$ cat src/rtl/db15_pkg.sv
// Shared types and constants for the DB15 serial pad scanner.
// Button bit positions are the same in both joystick words.
package db15_pkg;

  typedef enum logic [2:0] {
    IDLE,
    LOAD,
    SHIFT_LO,
    SHIFT_HI,
    COMMIT
  } state_e;

  localparam int DEF_BITS_PER_PAD = 12;
  localparam int CHAIN_BITS       = 2 * DEF_BITS_PER_PAD;

  // Word layout ----LS FEDCBAUDLR; the face "D" button is BTN_FD so it cannot be confused with down.
  localparam int BTN_R  = 0;
  localparam int BTN_L  = 1;
  localparam int BTN_D  = 2;
  localparam int BTN_U  = 3;
  localparam int BTN_A  = 4;
  localparam int BTN_B  = 5;
  localparam int BTN_C  = 6;
  localparam int BTN_FD = 7;
  localparam int BTN_E  = 8;
  localparam int BTN_F  = 9;
  localparam int BTN_S  = 10;
  localparam int BTN_LS = 11;

endpackage

$ cat src/rtl/db15_serial_scan_if.sv
// Signal bundle between the DB15 scanner, the adapter pins and the joystick mux.
// frame_done is a one-cycle strobe: joystick1/joystick2 are valid and stable whenever it is high and until the next strobe (or until enable drops in IDLE, when they clear to zero).
interface db15_serial_scan_if;
  import db15_pkg::*;

  logic        enable;
  logic        joy_data;
  logic        joy_clk;
  logic        joy_load;
  logic [15:0] joystick1;
  logic [15:0] joystick2;
  logic        frame_done;
  state_e      state;

  modport master (
    input  enable, joy_data,
    output joy_clk, joy_load, joystick1, joystick2, frame_done, state
  );

  modport slave (
    output enable, joy_data,
    input  joy_clk, joy_load, joystick1, joystick2, frame_done, state
  );

endinterface

$ cat src/rtl/db15_tick_gen.sv
// Scan-rate tick divider: one-cycle tick every CLK_DIV clk cycles.
// hold freezes the count for the single commit cycle so frame timing stays an exact cycle count.
module db15_tick_gen #(
  parameter int CLK_DIV = 1000
) (
  input  logic clk,
  input  logic reset,
  input  logic hold,
  output logic tick
);

  localparam int             W    = $clog2(CLK_DIV) + 1;
  localparam logic [W-1:0]   LAST = W'(CLK_DIV - 1);

  logic [W-1:0] cnt;

  always_ff @(posedge clk) begin
    if (reset) begin
      cnt <= '0;
    end else if (!hold) begin
      cnt <= (cnt == LAST) ? '0 : cnt + 1'b1;
    end
  end

  assign tick = (cnt == LAST);

endmodule

$ cat src/rtl/db15_serial_scan.sv
// Scans two 12-button pads through the DB15 adapter's parallel-load shift chain
// and publishes complete frames as two active-high 16-bit joystick words.
module db15_serial_scan
  import db15_pkg::*;
#(
  parameter int CLK_DIV      = 1000,
  parameter int FRAME_TICKS  = 50,
  parameter int BITS_PER_PAD = DEF_BITS_PER_PAD
) (
  input logic               clk,
  input logic               reset,
  db15_serial_scan_if.master bus
);

  localparam int CHAIN = 2 * BITS_PER_PAD;
  localparam int KW    = $clog2(CHAIN - 1) + 1;
  localparam int FW    = $clog2(FRAME_TICKS - 1) + 1;

  localparam logic [KW-1:0] K_LAST = KW'(CHAIN - 1);
  localparam logic [FW-1:0] F_LAST = FW'(FRAME_TICKS - 1);

  state_e           state;
  logic             tick;
  logic             hold;
  logic [1:0]       sync;
  logic             bit_in;
  logic [FW-1:0]    idle_cnt;
  logic [KW-1:0]    k;
  logic [CHAIN-1:0] shadow;

  assign hold      = (state == COMMIT);
  assign bus.state = state;

  db15_tick_gen #(
    .CLK_DIV (CLK_DIV)
  ) u_tick (
    .clk   (clk),
    .reset (reset),
    .hold  (hold),
    .tick  (tick)
  );

  // joy_data comes straight off the connector pin; buttons pull it low.
  always_ff @(posedge clk) begin
    if (reset) begin
      sync <= 2'b11;
    end else begin
      sync <= {sync[0], bus.joy_data};
    end
  end

  assign bit_in = ~sync[1];

  always_ff @(posedge clk) begin
    if (reset) begin
      state          <= IDLE;
      idle_cnt       <= '0;
      k              <= '0;
      shadow         <= '0;
      bus.joy_clk    <= 1'b0;
      bus.joy_load   <= 1'b1;
      bus.joystick1  <= '0;
      bus.joystick2  <= '0;
      bus.frame_done <= 1'b0;
    end else begin
      bus.frame_done <= 1'b0;
      case (state)
        IDLE: begin
          if (!bus.enable) begin
            bus.joystick1 <= '0;
            bus.joystick2 <= '0;
          end
          if (tick) begin
            if (idle_cnt == F_LAST) begin
              idle_cnt <= '0;
              if (bus.enable) begin
                bus.joy_load <= 1'b0;
                state        <= LOAD;
              end
            end else begin
              idle_cnt <= idle_cnt + 1'b1;
            end
          end
        end
        LOAD: begin
          if (tick) begin
            bus.joy_load <= 1'b1;
            k            <= '0;
            state        <= SHIFT_LO;
          end
        end
        SHIFT_LO: begin
          // Shift in from the top: after CHAIN samples the first bit sits at shadow[0].
          if (tick) begin
            shadow      <= {bit_in, shadow[CHAIN-1:1]};
            bus.joy_clk <= 1'b1;
            state       <= SHIFT_HI;
          end
        end
        SHIFT_HI: begin
          if (tick) begin
            bus.joy_clk <= 1'b0;
            if (k == K_LAST) begin
              state <= COMMIT;
            end else begin
              k     <= k + 1'b1;
              state <= SHIFT_LO;
            end
          end
        end
        COMMIT: begin
          bus.joystick1  <= 16'(shadow[BITS_PER_PAD-1:0]);
          bus.joystick2  <= 16'(shadow[CHAIN-1:BITS_PER_PAD]);
          bus.frame_done <= 1'b1;
          state          <= IDLE;
        end
        default: state <= IDLE;
      endcase
    end
  end

endmodule

$ cat src/flat_wrapper.sv
// flat-port wrapper written by rule: the top's interface ports become plain ports
module db15_serial_scan_flat import db15_pkg::*;
#(
  parameter int CLK_DIV      = 1000,
  parameter int FRAME_TICKS  = 50,
  parameter int BITS_PER_PAD = DEF_BITS_PER_PAD
)
  (clk, reset, bus_enable, bus_joy_data, bus_joy_clk, bus_joy_load, bus_joystick1, bus_joystick2, bus_frame_done, bus_state);
  db15_serial_scan_if bus_i ();
  input logic clk;
  input logic reset;
  input wire logic [$bits(bus_i.enable)-1:0] bus_enable;
  input wire logic [$bits(bus_i.joy_data)-1:0] bus_joy_data;
  output wire logic [$bits(bus_i.joy_clk)-1:0] bus_joy_clk;
  output wire logic [$bits(bus_i.joy_load)-1:0] bus_joy_load;
  output wire logic [$bits(bus_i.joystick1)-1:0] bus_joystick1;
  output wire logic [$bits(bus_i.joystick2)-1:0] bus_joystick2;
  output wire logic [$bits(bus_i.frame_done)-1:0] bus_frame_done;
  output wire logic [$bits(bus_i.state)-1:0] bus_state;
  assign bus_i.enable = bus_enable;
  assign bus_i.joy_data = bus_joy_data;
  assign bus_joy_clk = bus_i.joy_clk;
  assign bus_joy_load = bus_i.joy_load;
  assign bus_joystick1 = bus_i.joystick1;
  assign bus_joystick2 = bus_i.joystick2;
  assign bus_frame_done = bus_i.frame_done;
  assign bus_state = bus_i.state;
  db15_serial_scan #(.CLK_DIV(CLK_DIV), .FRAME_TICKS(FRAME_TICKS), .BITS_PER_PAD(BITS_PER_PAD)) u_core (.clk(clk), .reset(reset), .bus(bus_i));
endmodule
$ cat config.mk
export PLATFORM = sky130hd
export DESIGN_NAME = db15_serial_scan_flat
export DESIGN_NICKNAME = d
export VERILOG_FILES = /design/src/rtl/db15_pkg.sv /design/src/rtl/db15_serial_scan_if.sv /design/src/rtl/db15_tick_gen.sv /design/src/rtl/db15_serial_scan.sv /design/src/flat_wrapper.sv
export SDC_FILE = /design/constraint.sdc
export NUM_CORES = 1
export LEC_CHECK = 0
export CAP_MARGIN = 20
export CORE_ASPECT_RATIO = 0.8
export CORE_MARGIN = 5
export CORE_UTILIZATION = 54
export CTS_CLUSTER_SIZE = 10
export DETAILED_ROUTE_END_ITERATION = 8
export PLACE_DENSITY = 0.78
export SLEW_MARGIN = 10
export SYNTH_ARGS = -nofsm -noshare
export SYNTH_HDL_FRONTEND = slang
export SYNTH_SLANG_ARGS = --single-unit
$ cat constraint.sdc
create_clock -name clk -period 2.5 [get_ports clk]
set_input_delay 0.625 -clock clk [delete_from_list [all_inputs] [get_ports clk]]
set_output_delay 0.625 -clock clk [all_outputs]
set_load 0.05 [all_outputs]
==> results of run 1 <==
path summary, 6_finish.rpt:
| kind | depth (start not counted) | slack, ps | end | startpoint |
|---|---|---|---|---|
| worst max-delay path | 1 | 350 | bus_joystick1[5] | u_core.bus.joystick1[5] |
| worst min-delay path | 1 | 410 | u_core.sync[1] | u_core.sync[0] |
| worst max register to register | 5 | 490 | u_core.k[3] | u_core.u_tick.cnt[1] |
| worst min register to register | 1 | 410 | u_core.sync[1] | u_core.sync[0] |
synthesized netlist by cell type (3+ instances only):
| cell | number |
|---|---|
| sky130_fd_sc_hd__o21ai_0 | 7 |
| sky130_fd_sc_hd__or4_1 | 3 |
| sky130_fd_sc_hd__and3_1 | 5 |
| sky130_fd_sc_hd__nor2_1 | 18 |
| sky130_fd_sc_hd__nor3_1 | 7 |
| sky130_fd_sc_hd__nor3b_1 | 3 |
| sky130_fd_sc_hd__or3_1 | 6 |
| sky130_fd_sc_hd__buf_4 | 8 |
| sky130_fd_sc_hd__nand2_1 | 58 |
| sky130_fd_sc_hd__or2_2 | 4 |
| sky130_fd_sc_hd__nand3_1 | 15 |
| sky130_fd_sc_hd__dfxtp_1 | 80 |
| sky130_fd_sc_hd__buf_2 | 7 |
| sky130_fd_sc_hd__a21oi_1 | 35 |
| sky130_fd_sc_hd__a22o_1 | 24 |
| sky130_fd_sc_hd__clkbuf_1 | 12 |
| sky130_fd_sc_hd__xor2_1 | 6 |
| sky130_fd_sc_hd__and4_1 | 3 |
| sky130_fd_sc_hd__xnor2_1 | 6 |
| sky130_fd_sc_hd__ha_1 | 4 |
| sky130_fd_sc_hd__nand4_1 | 9 |
| sky130_fd_sc_hd__inv_1 | 5 |
metrics by stage:
stage | area, um2 | util, % | hold WS (ps) | std cells
after CTS | 3780 | 64.6 | 413 | 473
after global routing | 3780 | 64.6 | 440 | 473
final | 3780 | 64.6 | 407 | 473
after global placement | 3600 | 61.6 | 391 | 457
after floorplan | 3240 | - | 389 | 361
after detailed placement | 3600 | 61.6 | 397 | 457
metal layers:
metal / track usage, % / vias up
met4: 8.52 / 0
met2: 26.7 / 66
met5: 0 / -
met3: 4.26 / 13
met1: 25.4 / 1205
li1: - / 1315
kinds of logic (layout without fill, tap and decap cells):
kind of cell	after synthesis	after routing	synth area share [%]
other	1	8	0.117
AOI/OAI and AO/OA	79	79	16.2
DFF	80	80	49.9
and+or+nand+nor	145	145	23.7
adders and majority gates	4	4	1.56
muxes	1	1	0.312
buffers and inverters	32	63	4.95
xor gates and xnor gates	12	12	3.27
flip-flops by register name (all words and copies together), names as in the netlist:
register	count
u_core.shadow	24
u_core.sync	2
u_core.bus.frame_done	1
u_core.bus.state	3
u_core.bus.joystick2	12
u_core.u_tick.cnt	11
u_core.idle_cnt	7
u_core.k	6
u_core.bus.joy_clk	1
u_core.bus.joystick1	12
u_core.bus.joy_load	1
power by group through the flow:
stage                     Combinational, mW  Clock (mW)  Sequential (mW)
after floorplan                      0.0659           0             1.32
after global placement               0.0740           0             1.32
after detailed placement             0.0733           0             1.32
after CTS                            0.0740       0.879             1.29
after global routing                 0.0804       0.924             1.29
final                                0.0742       0.849             1.29
layout make-up:
type / instances / area, um2 / area share [%]
multi-input combinational: 249 / 1480 / 39.2
sequential: 80 / 1600 / 42.4
clock inverter: 7 / 53.8 / 1.42
timing repair buffer: 42 / 400 / 10.6
inverter: 5 / 18.8 / 0.496
clock buffer: 9 / 124 / 3.28
tap: 81 / 101 / 2.68
==> impl_table.tex, run 1 <==
\begin{tabular}{lr}
\hline
Metric & Value \\
\hline
\multicolumn{2}{l}{\textbf{Pwr}} \\
\quad Switching fraction of total power & 24.8\% \\
\quad Leakage dissipation & $\sim$1.3 nW \\
\quad Power spent charging and discharging nets & around 550 uW \\
\quad Power Internal & roughly 1.7 mW \\
\quad Clock network fraction of design power & roughly two fifths \\
\quad Proportion of power drawn by combinational gates & 3.3\% \\
\quad Final Total Pwr & $\sim$2.2 mW \\
\quad Power density normalized to cell area & between 500 and 600 nW/um2 \\
\quad Sequential share of power & 58.3\% \\
\quad IR drop worst, VDD & approximately 0.35 mV \\
\multicolumn{2}{l}{\textbf{Floorplanning}} \\
\quad Die boundary width & between 90 and 100 um \\
\quad Initial standard-cell utilization of the core & a little over half \\
\quad Die height & 79.0 um \\
\quad Area enclosed by the die boundary & approximately 7600 um2 \\
\quad Number of top-level pins & 42 \\
\quad Core area & 5850 um2 \\
\quad Num rows & 25 \\
\multicolumn{2}{l}{\textbf{Routing}} \\
\quad Vias after detailed routing & 2599 \\
\quad Post-Route M1 WL & around 3100 um \\
\quad Per-cell via count in the routed design & $\sim$5.5 \\
\quad WL/cell & $\sim$14 um \\
\quad Met2 WL post-DR & about 2800 um \\
\quad Post-Route WL & 6400 um \\
\quad Number of remaining DRC errors & 0 \\
\quad Number of DRC markers in iteration 0 & 207 \\
\quad Antenna violation net count after detailed routing & 0 \\
\quad TritonRoute pass-1 iters & 4 \\
\quad Met3 wirelength from detailed routing & about 380 um \\
\quad Highest signal layer in the routed design & met4 \\
\multicolumn{2}{l}{\textbf{Timing}} \\
\quad Post-layout min period & roughly 2200 ps \\
\quad Worst path setup slack after routing & 347 ps \\
\quad Hold violation count in the final report & 0 \\
\quad Worst slew pin tran & 714 ps \\
\quad Final-report setup violation count & 0 \\
\quad RSZ-0062 raised after global routing & false \\
\quad Total negative slack for setup checks & 0 ps \\
\quad Number of max-slew violations in the final report & 0 \\
\quad Share of the clock period used by the worst path after layout & a little under nine tenths \\
\quad Worst slew margin & a little over half \\
\quad Clock tree skew after final layout & approximately 13 ps \\
\quad Timing-limited maximum frequency & 464 MHz \\
\multicolumn{2}{l}{\textbf{Logic synthesis}} \\
\quad Gate count of the mapped netlist & $\sim$350 \\
\quad Proportion of synthesized chip area in sequential cells & 49.9\% \\
\quad Area of the mapped netlist & approximately 3200 um2 \\
\quad Number of synthesized flops with an enable pin & 0 \\
\quad Synth cell types & 45 \\
\quad Synth area leaders & sky130\_fd\_sc\_hd\_\_dfxtp\_1 (50\%), sky130\_fd\_sc\_hd\_\_nand2\_1 (6.8\%), sky130\_fd\_sc\_hd\_\_a22o\_1 (6.5\%) \\
\quad Synth warn & 0 \\
\quad Syn Area/Cell & between 9 and 10 um2 \\
\quad Flop and latch count out of synthesis & 80 \\
\quad Post-synth top flop & sky130\_fd\_sc\_hd\_\_dfxtp\_1 \\
\quad Most area-hungry cell type in the Yosys netlist & sky130\_fd\_sc\_hd\_\_dfxtp\_1 \\
\quad Proportion of register bits with asynchronous set or reset after synthesis & 0\% \\
\quad Post-synth top area share & around 50\% \\
\multicolumn{2}{l}{\textbf{Clocking}} \\
\quad CTS Root Buffer Type & sky130\_fd\_sc\_hd\_\_clkbuf\_8 \\
\quad Clock-pin slew on the worst setup and hold paths & about 90 ps \\
\quad Post\_cts resized & 0 \\
\quad Maximum clock path buffer count & 2 \\
\quad TritonCTS clock tree & yes \\
\quad Clock insertion delay at the later pin of the skew report & roughly 360 ps \\
\quad Number of levels in the clock H-tree & 3 \\
\quad Total CTS buffers & 9 \\
\quad Quantity of hold-fixing buffers added after cts & 0 \\
\quad Total clock sinks & 80 \\
\quad Postcts setup bufs & 0 \\
\multicolumn{2}{l}{\textbf{Worst setup path}} \\
\quad Cell type of the slowest stage on the worst timing path & sky130\_fd\_sc\_hd\_\_clkdlybuf4s50\_1 \\
\quad Data arrival time at the worst-slack endpoint & 1530 ps \\
\quad Crit end category & output port \\
\quad Max incr delay on CP & between 800 and 900 ps \\
\quad Maximum fanout along the worst path & 2 \\
\quad Buffers and inverters on the worst path & 1 \\
\quad Kind of launch point of the worst setup path & flop \\
\quad Kind of cell with the highest combined delay on the critical path & buffers and inverters \\
\quad Cells traversed along the worst timing path & clkdlybuf4s50\_1 \\
\quad Endpoint required time on the critical path & 1880 ps \\
\quad Classification of the worst setup path & reg2out \\
\multicolumn{2}{l}{\textbf{Global route}} \\
\quad Global-route wire length before repair & 11000 um \\
\quad Largest net degree at the start of global routing & 28 \\
\quad Remaining global-route overflow & 0 \\
\quad Number of global-route vias before repair & 2345 \\
\quad Total track usage & between 10\% and 20\% \\
\quad Number of antenna violations at the first check in global routing & 0 \\
\multicolumn{2}{l}{\textbf{Min path}} \\
\quad Path class of the lowest-slack min-delay path & reg2reg \\
\multicolumn{2}{l}{\textbf{Cells and area}} \\
\quad Share of cells above drive strength 1 & under 10\% \\
\quad Layout filler cell count & just under 500 \\
\quad Commonest cells after routing, fill and taps aside & sky130\_fd\_sc\_hd\_\_dfxtp\_1 (80), sky130\_fd\_sc\_hd\_\_nand2\_1 (58), sky130\_fd\_sc\_hd\_\_a21oi\_1 (34), sky130\_fd\_sc\_hd\_\_clkdlybuf4s50\_1 (32), sky130\_fd\_sc\_hd\_\_a22o\_1 (24) \\
\quad Area grow syn2layout & 17.7\% \\
\quad Commonest non-fill, non-tap cell in the layout & sky130\_fd\_sc\_hd\_\_dfxtp\_1 \\
\quad Diodes inserted & 0 \\
\quad Net total in the final layout & roughly 400 \\
\multicolumn{2}{l}{\textbf{Placement}} \\
\quad Placement Setup Slack & about 440 ps \\
\quad Global placer's final weighted congestion & between 0.8 and 0.9 \\
\quad Half-perimeter wire length after placement & approximately 4400 um \\
\quad \# port buffers & 33 \\
\multicolumn{2}{l}{\textbf{Run status}} \\
\quad Run status & completed \\
\multicolumn{2}{l}{\textbf{Run}} \\
\quad Count of maximum capacitance violations & 0 \\
\hline
\end{tabular}
(Power assumes the default switching activity.)
==> inputs of run 2 (changes only) <==
--- a/config.mk
+++ b/config.mk
@@ -6,13 +6,11 @@
 export NUM_CORES = 1
 export LEC_CHECK = 0
 export CAP_MARGIN = 20
-export CORE_ASPECT_RATIO = 0.8
 export CORE_MARGIN = 5
 export CORE_UTILIZATION = 54
 export CTS_CLUSTER_SIZE = 10
 export DETAILED_ROUTE_END_ITERATION = 8
 export PLACE_DENSITY = 0.78
-export SLEW_MARGIN = 10
 export SYNTH_ARGS = -nofsm -noshare
 export SYNTH_HDL_FRONTEND = slang
 export SYNTH_SLANG_ARGS = --single-unit
==> run 2 against run 1 <==
Effect of this change:
- sequential share of layout area fell by 0.14 points
- cell count fell by 2.1%
- cell area up 0.33%
- highest routed layer unchanged
- critical path depth unchanged
- critical path type unchanged
- via count is 0.73% higher
- global-route usage up 0.26 points
- first-iteration DRC count is 43% lower
- sequential power barely moved
- worst setup slack lost 39 ps
- utilization is 0.20 points higher
- clock-buffer cell count up 1
- clock skew decreased by 8.6 ps
==> impl_table.tex, run 2 (synthesized netlist as in run 1, its figures left out) <==
\begin{tabular}{lr}
\hline
Metric & Value \\
\hline
\multicolumn{2}{l}{\textbf{Worst setup path}} \\
\quad Reg2reg end & u\_core.k[1] \\
\quad Endpoint required time on the critical path & 1880 ps (about the same) \\
\quad Depth of the worst register-to-register path & 5 (unchanged) \\
\quad Cell type of the slowest stage on the worst timing path & sky130\_fd\_sc\_hd\_\_dfxtp\_1 \\
\quad Launching point of the worst reg2reg path & u\_core.u\_tick.cnt[0] \\
\quad Data arrival time at the worst-slack endpoint & 1570 ps (+40 ps) \\
\quad Slack of the worst reg-to-reg path & 360 ps (-130 ps) \\
\quad Max incr delay on CP & 620 ps (-200 ps) \\
\quad Cells traversed along the worst timing path & dlygate4sd2\_1 \\
\quad Kind of cell with the highest combined delay on the critical path & flip-flops \\
\quad Maximum fanout along the worst path & 15 (+13) \\
\quad Kind of launch point of the worst setup path & flop \\
\quad Buffers and inverters on the worst path & 1 (unchanged) \\
\quad Crit end category & output port \\
\quad Classification of the worst setup path & reg2out \\
\multicolumn{2}{l}{\textbf{Clocking}} \\
\quad Maximum clock path buffer count & 2 (unchanged) \\
\quad Total CTS buffers & 9 (unchanged) \\
\quad TritonCTS clock tree & yes \\
\quad Number of levels in the clock H-tree & 3 (unchanged) \\
\quad CTS Root Buffer Type & sky130\_fd\_sc\_hd\_\_clkbuf\_8 \\
\quad Total clock sinks & 80 (unchanged) \\
\quad Quantity of hold-fixing buffers added after cts & 0 (unchanged) \\
\quad Clock-pin slew on the worst setup and hold paths & 80 ps (about the same) \\
\quad Clock insertion delay at the later pin of the skew report & 350 ps (about the same) \\
\quad Post\_cts resized & 1 (+1) \\
\quad Postcts setup bufs & 0 (unchanged) \\
\multicolumn{2}{l}{\textbf{Cells and area}} \\
\quad Area grow syn2layout & 18.1\% \\
\quad Net total in the final layout & 391 (-1.0\%) \\
\quad Share of cells above drive strength 1 & 8.51\% (-1.2 points) \\
\quad Commonest cells after routing, fill and taps aside & sky130\_fd\_sc\_hd\_\_dfxtp\_1 (80), sky130\_fd\_sc\_hd\_\_nand2\_1 (58), sky130\_fd\_sc\_hd\_\_a21oi\_1 (34), sky130\_fd\_sc\_hd\_\_clkdlybuf4s50\_1 (30), sky130\_fd\_sc\_hd\_\_a22o\_1 (24) \\
\quad Commonest non-fill, non-tap cell in the layout & sky130\_fd\_sc\_hd\_\_dfxtp\_1 \\
\quad Post-layout instance count excluding filler cells & 463 (-2.1\%) \\
\quad Biggest registers after layout & u\_core.shadow x24, u\_core.bus.joystick1 x12, u\_core.bus.joystick2 x12 \\
\quad Diodes inserted & 0 (unchanged) \\
\quad Register ranked first by flip-flop count & u\_core.shadow \\
\quad Number of flip-flops under the largest register name & 24 (unchanged) \\
\multicolumn{2}{l}{\textbf{Global route}} \\
\quad Total track usage & 18.5\% (+0.26 points) \\
\quad Remaining global-route overflow & 0 (unchanged) \\
\quad Number of global-route vias before repair & 2355 (+0.43\%) \\
\quad Global-route wire length before repair & 11100 um (+0.50\%) \\
\quad Number of antenna violations at the first check in global routing & 0 (unchanged) \\
\quad Largest net degree at the start of global routing & 33 (+18\%) \\
\multicolumn{2}{l}{\textbf{Routing}} \\
\quad Vias after detailed routing & 2618 (+0.73\%) \\
\quad Antenna violation net count after detailed routing & 0 (unchanged) \\
\quad WL/cell & 14.0 um (+3.7\%) \\
\quad Number of remaining DRC errors & 0 (unchanged) \\
\quad Number of DRC markers in iteration 0 & 117 (-43\%) \\
\quad Post-Route WL & 6500 um (+1.5\%) \\
\quad Per-cell via count in the routed design & 5.65 (+2.9\%) \\
\quad TritonRoute pass-1 iters & 4 (unchanged) \\
\multicolumn{2}{l}{\textbf{Timing}} \\
\quad Timing-limited maximum frequency & 456 MHz (-1.8\%) \\
\quad Worst slew pin tran & 703 ps (-10.2 ps) \\
\quad Post-route worst hold slack & 407 ps (+0.310 ps) \\
\quad Clock tree skew after final layout & 3.89 ps (-8.64 ps) \\
\quad Hold violation count in the final report & 0 (unchanged) \\
\quad Post-layout min period & 2190 ps (+38.6 ps) \\
\quad Total negative slack for setup checks & 0 ps (unchanged) \\
\quad Worst slew margin & 53.0\% (+0.68 points) \\
\quad Number of max-slew violations in the final report & 0 (unchanged) \\
\quad Final-report setup violation count & 0 (unchanged) \\
\quad Share of the clock period used by the worst path after layout & 87.7\% (+1.5 points) \\
\quad Worst path setup slack after routing & 308 ps (-38.6 ps) \\
\quad RSZ-0062 raised after global routing & false \\
\multicolumn{2}{l}{\textbf{Run status}} \\
\quad Run status & completed \\
\multicolumn{2}{l}{\textbf{Floorplanning}} \\
\quad Core area & 5850 um2 (about the same) \\
\quad Area enclosed by the die boundary & 7590 um2 (-0.13\%) \\
\quad Number of top-level pins & 42 (unchanged) \\
\quad Num rows & 28 (+12\%) \\
\quad Die height & 87.1 um (+10\%) \\
\quad Die boundary width & 87.1 um (-9.5\%) \\
\quad Initial standard-cell utilization of the core & 54.9\% (about the same) \\
\multicolumn{2}{l}{\textbf{Min path}} \\
\quad Worst Hold Endpoint & u\_core.shadow[23] \\
\quad Critical hold path startpoint & u\_core.sync[1] \\
\quad Path class of the lowest-slack min-delay path & reg2reg \\
\quad Number of instances on the worst hold path & 1 (unchanged) \\
\multicolumn{2}{l}{\textbf{Pwr}} \\
\quad Power density normalized to cell area & 635 nW/um2 (+8.5\%) \\
\quad Final Total Pwr & 2.41 mW (+8.8\%) \\
\quad Leakage dissipation & 1.32 nW (+2.7\%) \\
\quad IR drop worst, VDD & 0.472 mV (+35\%) \\
\multicolumn{2}{l}{\textbf{Placement}} \\
\quad Placement Setup Slack & 116 ps (-320 ps) \\
\quad Half-perimeter wire length after placement & 4330 um (-1.3\%) \\
\quad Global placer's final weighted congestion & 0.837 (-2.0\%) \\
\quad Inst Count DP & 446 (-2.4\%) \\
\quad \# port buffers & 33 (unchanged) \\
\multicolumn{2}{l}{\textbf{Run}} \\
\quad Count of maximum capacitance violations & 0 (unchanged) \\
\hline
\end{tabular}
run 2: layer usage:
metal	vias up	GRT usage (%)	wire [um]
met5	-	0	0
met4	0	5.58	68
met3	7	5.96	300
met2	52	30.6	3170
met1	1259	23.1	2960
li1	1300	-	-
run 2: worst max-delay path by stage:
stage / start / endpoint / slack (ps) / depth (start not counted)
after floorplan: u_core.bus.state[2] / u_core.bus.joystick1[10] / 540 / 5
after global placement: reset / u_core.bus.joystick1[8] / 190 / 3
after detailed placement: reset / u_core.bus.joystick1[7] / 120 / 3
after CTS: u_core.bus.state[2] / bus_state[2] / 10 / 1
after global routing: u_core.u_tick.cnt[0] / u_core.shadow[12] / 150 / 6
final: u_core.bus.state[0] / bus_state[0] / 310 / 1
run 2: cell type report:
class | instances | area (um2)
Multi-Input combinational cell | 249 | 1480
Timing Repair Buffer | 38 | 379
Clock buffer | 10 | 128
Fill cell | 478 | 2060
Clock inverter | 6 | 91.3
Sequential cell | 80 | 1600
Tap cell | 75 | 93.8
Inverter | 5 | 18.8
run 2: power by group:
group          leakage [nW]  internal, mW  switching [mW]
Clock                 0.111         0.570           0.476
Sequential            0.645          1.28          0.0110
Combinational         0.563        0.0168          0.0558
run 2: through the flow:
stage	utilization, %	area (um2)
after floorplan	-	3240
after global placement	60.8	3560
after detailed placement	60.8	3560
after CTS	64.5	3770
after global routing	64.8	3790
final	64.8	3790
